**src/rtl/if_id_skid_stage.sv**
```systemverilog
// IF/ID stage: LANES instruction/PC pairs per beat behind a valid/ready
// handshake with a two-entry skid buffer, flush-to-NOP and perf counters.
module if_id_skid_stage #(
    parameter int unsigned     LANES  = 2,
    parameter int unsigned     PC_W   = 32,
    parameter int unsigned     IR_W   = 32,
    parameter logic [IR_W-1:0] NOP_IR = 'h13,
    parameter int unsigned     CNT_W  = 16
) (
    input  logic                    clk,
    input  logic                    rst_n,
    input  logic                    EN,
    input  logic                    stall,
    input  logic                    flush,
    input  logic                    in_valid,
    output logic                    in_ready,
    input  logic [LANES*PC_W-1:0]   in_pc,
    input  logic [LANES*IR_W-1:0]   in_ir,
    input  logic [LANES-1:0]        in_lane_vld,
    output logic                    out_valid,
    input  logic                    out_ready,
    output logic [LANES*PC_W-1:0]   out_pc,
    output logic [LANES*IR_W-1:0]   out_ir,
    output logic [LANES-1:0]        out_lane_vld,
    output logic [CNT_W-1:0]        stall_cnt,
    output logic [CNT_W-1:0]        flush_cnt
);

    localparam logic [CNT_W-1:0] CNT_MAX = '1;

    typedef struct packed {
        logic                  vld;
        logic [LANES-1:0]      lv;
        logic [LANES*IR_W-1:0] ir;
        logic [LANES*PC_W-1:0] pc;
    } beat_t;

    beat_t            main_q, main_d;
    beat_t            skid_q, skid_d;
    beat_t            in_beat;
    logic [CNT_W-1:0] stall_cnt_q, stall_cnt_d;
    logic [CNT_W-1:0] flush_cnt_q, flush_cnt_d;
    logic             accept;
    logic             drain;
    logic             main_free;

    always_comb begin
        in_beat     = {1'b1, in_lane_vld, in_ir, in_pc};
        accept      = in_valid & ~skid_q.vld & EN & ~flush;
        drain       = main_q.vld & out_ready & ~stall & EN;
        main_free   = ~main_q.vld | drain;
        main_d      = main_q;
        skid_d      = skid_q;
        stall_cnt_d = stall_cnt_q;
        flush_cnt_d = flush_cnt_q;
        if (EN) begin
            if (flush) begin
                // out_pc is left alone so the killed PC stays visible
                main_d.vld = 1'b0;
                main_d.lv  = '0;
                main_d.ir  = {LANES{NOP_IR}};
                skid_d.vld = 1'b0;
                if (flush_cnt_q != CNT_MAX) begin
                    flush_cnt_d = flush_cnt_q + 1'b1;
                end
            end else begin
                if (stall && main_q.vld && stall_cnt_q != CNT_MAX) begin
                    stall_cnt_d = stall_cnt_q + 1'b1;
                end
                if (main_free) begin
                    if (skid_q.vld) begin
                        main_d     = skid_q;
                        skid_d.vld = 1'b0;
                    end else if (accept) begin
                        main_d = in_beat;
                    end else begin
                        main_d.vld = 1'b0;
                    end
                end else if (accept) begin
                    skid_d = in_beat;
                end
            end
        end
    end

    always_ff @(posedge clk or negedge rst_n) begin
        if (!rst_n) begin
            main_q      <= '0;
            skid_q      <= '0;
            stall_cnt_q <= '0;
            flush_cnt_q <= '0;
        end else begin
            main_q      <= main_d;
            skid_q      <= skid_d;
            stall_cnt_q <= stall_cnt_d;
            flush_cnt_q <= flush_cnt_d;
        end
    end

    assign in_ready     = ~skid_q.vld;
    assign out_valid    = main_q.vld;
    assign out_pc       = main_q.pc;
    assign out_ir       = main_q.ir;
    assign out_lane_vld = main_q.lv;
    assign stall_cnt    = stall_cnt_q;
    assign flush_cnt    = flush_cnt_q;

endmodule
```
**config.mk**
```make
export PLATFORM = sky130hd
export DESIGN_NAME = if_id_skid_stage
export DESIGN_NICKNAME = d
export VERILOG_FILES = /design/src/rtl/if_id_skid_stage.sv
export SDC_FILE = /design/constraint.sdc
export NUM_CORES = 1
export LEC_CHECK = 0
export ABC_AREA = 1
export CAP_MARGIN = 20
export CORE_ASPECT_RATIO = 0.8
export CORE_MARGIN = 3
export CORE_UTILIZATION = 45
export DETAILED_ROUTE_END_ITERATION = 12
export PLACE_DENSITY = 0.82
export SYNTH_ARGS = -nofsm -noshare
export SYNTH_HDL_FRONTEND = slang
export SYNTH_SLANG_ARGS = --single-unit
```
**constraint.sdc**
```tcl
create_clock -name clk -period 2.1 [get_ports clk]
set_input_delay 0.42 -clock clk [delete_from_list [all_inputs] [get_ports clk]]
set_output_delay 0.42 -clock clk [all_outputs]
set_load 0.005 [all_outputs]
```
==> results.py <==
metrics = {
    "run_status": {
        "status": "complete, no violations",
    },
    "power_and_ir_drop": {
        "p_leak_nw": 9.03,
        "p_total_mw": 17.4,
        "power_density_nw_per_um2": 930,
        "vdd_ir_drop_max_mv": 0.592,
    },
    "setup_path": {
        "cp_slowest_cell": "clkdlybuf4s50_1",
        "worst-setup-path-type": "reg2out",
        "cp_data_required_time_ps": 1680,
        "crit_fanout": 6,
        "startpoint": "flush_cnt[13]$_DFFE_PN0P_",
        "worst-path-stages": 1,
        "r2r-start": "flush_cnt[0]$_DFFE_PN0P_",
        "reg2reg_slack_ps": 180,
        "arrival_ps": 1600,
        "path_buf_inv": 1,
        "ff2ff_path_depth": 8,
        "setup.worst_path.start_class": "flip-flop",
        "crit_chain": "clkdlybuf4s50_1",
        "cp-end-kind": "primary output",
        "critical-path-max-stage-delay_ps": 570,
        "crit_family": "buffers and inverters",
    },
    "synthesis": {
        "syn_area_per_cell_um2": 8.26,
        "ys_ff_latch": 294,
        "ys_seq_area_share_pct": 51.9,
        "synth_cell_types": 36,
        "syn-cell-area_um2": 14200,
        "syn_nets": 1855,
        "synth_warnings": 0,
        "syn_inst": 1716,
    },
    "die": {
        "dieArea_um2": 33700,
        "chipWidth_um": 204,
        "die_y_um": 165,
        "fp.coreArea_um2": 30700,
        "pin_count": 301,
        "rows": 57,
        "initial_core_util_pct": 46.2,
    },
    "routing": {
        "drt_iter0_markers": 716,
        "dr_total_vias": 12359,
        "via_per_inst": 5.10,
        "dr.pass1.iters": 7,
        "drc": 0,
        "postRouteWirelength_um": 38200,
        "ant_nets": 0,
        "drt-wirelength-per-cell_um": 15.8,
    },
    "sta": {
        "fin_tns_setup_ps": 0,
        "finalSetupViolCount": 0,
        "rsz0062_at_grt": "false",
        "worst_slack_ps": 81.4,
        "max_freq_mhz": 495,
        "tightest_slew_ps": 746,
        "fin_skew_ps": 12.4,
        "finalCritPeriodShare_pct": 96.1,
        "period_needed_ps": 2020,
        "slew_headroom_pct": 50.2,
        "hold_violations": 0,
        "slew_viol_final": 0,
    },
    "grt": {
        "grt.overflow.total": 0,
        "antenna_found_initial": 2,
        "grt_max_degree": 164,
        "grt_pass1_vias": 12082,
        "grt_pass1_wl_um": 61700,
        "track_usage_pct": 22.3,
    },
    "min_path": {
        "hold_class": "in2reg",
        "hold_start": "in_pc[60]",
        "min_path_cells": 3,
    },
    "clocking": {
        "cts_buffers": 31,
        "path_clk_slew_ps": 60,
        "cts_tree": "yes",
        "cts_buffer_depth": 3,
        "root_buffer": "clkbuf_16",
        "clock_sinks": 294,
        "htreeDepth": 1,
        "insertion_delay_ps": 560,
    },
    "placement": {
        "portBuffers": 300,
        "dp_hpwl_um": 26100,
        "pre_cts_slack_ps": -54.7,
        "gp_congestion": 0.873,
    },
    "cells_and_area": {
        "diodes": 0,
        "mostFrequentLayoutCells": "nand2_1 (546), clkdlybuf4s50_1 (298), dfrtp_1 (291)",
        "area_growth_pct": 31.8,
        "final_core_util_pct": 60.9,
        "drive_gt1_share_pct": 11.3,
        "final_common_cell": "nand2_1",
        "nets": 2126,
    },
    "run": {
        "drv_cap": 0,
    },
}
-- area by class of cell --
class | instances | area [µm²]
clock buffer | 43 | 911
clock inverter | 13 | 180
fill | 2596 | 12000
inverter | 158 | 598
multi-input combinational | 1160 | 5540
sequential | 294 | 7360
tap | 413 | 517
timing repair buffer | 342 | 3580
-- cell families (layout without fill, tap and decap cells) --
kind of cell	count (synthesis)	count (layout)	synth area share (%)
fa+ha+maj	2	2	0.177
flops	294	294	51.9
xor+xnor	14	14	0.865
simple gates	804	804	24.0
compound gates	340	340	14.0
buf+inv	262	556	9.08
-- registers in the layout (all words and copies together) (netlist names) --
name          count
skid_q          131
stall_cnt        16
out_pc           64
out_valid         1
out_lane_vld      2
out_ir           64
flush_cnt        16
-- synthesized netlist by cell type --
cell type | number | share of area (%)
nand2_1 | 547 | 14
dfrtp_1 | 294 | 52
o21ai_0 | 222 | 7.8
inv_1 | 155 | 4.1
nand3_1 | 92 | 3.2
nor2_1 | 92 | 2.4
o21ai_1 | 54 | 1.9
a21oi_2 | 46 | 2.8
nor2_2 | 46 | 2.0
buf_2 | 39 | 1.4
buf_6 | 24 | 1.9
clkbuf_1 | 23 | 0.61
o21ai_2 | 15 | 0.93
xnor2_1 | 10 | 0.62
buf_4 | 9 | 0.48
nand4_1 | 9 | 0.40
buf_1 | 6 | 0.16
nand2_2 | 4 | 0.18
xor2_1 | 4 | 0.25
nand2_4 | 3 | 0.24
nand3b_1 | 3 | 0.16
ha_1 | 2 | 0.18
inv_2 | 2 | 0.053
nand3_2 | 2 | 0.14
nor2_4 | 2 | 0.16
buf_12 | 1 | 0.14
buf_8 | 1 | 0.11
clkbuf_8 | 1 | 0.097
inv_4 | 1 | 0.044
nand2_8 | 1 | 0.14
nand3_4 | 1 | 0.12
nand4_4 | 1 | 0.15
nor3_4 | 1 | 0.11
o2111ai_4 | 1 | 0.19
o211ai_4 | 1 | 0.15
o21ai_4 | 1 | 0.11
-- per-stage QoR --
| step | hold WS [ps] | instances | area [µm²] |
|---|---|---|---|
| final | 434 | 2423 | 18700 |
| after global routing | 433 | 2423 | 18700 |
| after CTS | 413 | 2423 | 18700 |
| after detailed placement | 435 | 2365 | 17600 |
| after global placement | 436 | 2365 | 17600 |
| after floorplan | 124 | 1716 | 14200 |
-- power breakdown --
part           internal, mW  switching [mW]  total, mW
Clock                  3.51            2.28       5.79
Sequential             6.99           0.769       7.76
Combinational          2.03            1.80       3.83
Total                  12.5            4.85       17.4
-- tightest hold or removal path: cells and delay by family --
kind | cells | cell delay [ps]
AOI/OAI and AO/OA | 1 | 80
buffers and inverters | 2 | 450
-- per-layer routing --
metal	wire length (µm)	GRT usage (%)	vias to the layer above
met5	21	0	-
met4	841	5.41	4
met3	3330	5.46	67
met2	17900	37.0	471
met1	16100	29.7	5847
li1	-	-	5970
-- repair_timing --
| item | CTS | global route |
|---|---|---|
| pin swaps | 0 | 0 |
| endpoints found under the setup margin | 2 | 2 |
| hold endpoints to repair | 51 | 0 |
| hold buffers | 1 | 0 |
| gates resized for setup | 1 | 2 |
| setup buffers | 1 | 0 |
-- path summary, 6_finish.rpt --
check                                       endpoint
max                                    flush_cnt[13]
min                           skid_q[60]$_DFFE_PN0P_
max reg2reg                flush_cnt[14]$_DFFE_PN0P_
min reg2reg                   skid_q[56]$_DFFE_PN0P_
max in group asynchronous     skid_q[26]$_DFFE_PN0P_
min in group asynchronous     skid_q[95]$_DFFE_PN0P_
Power figures use the tool's default switching activity.
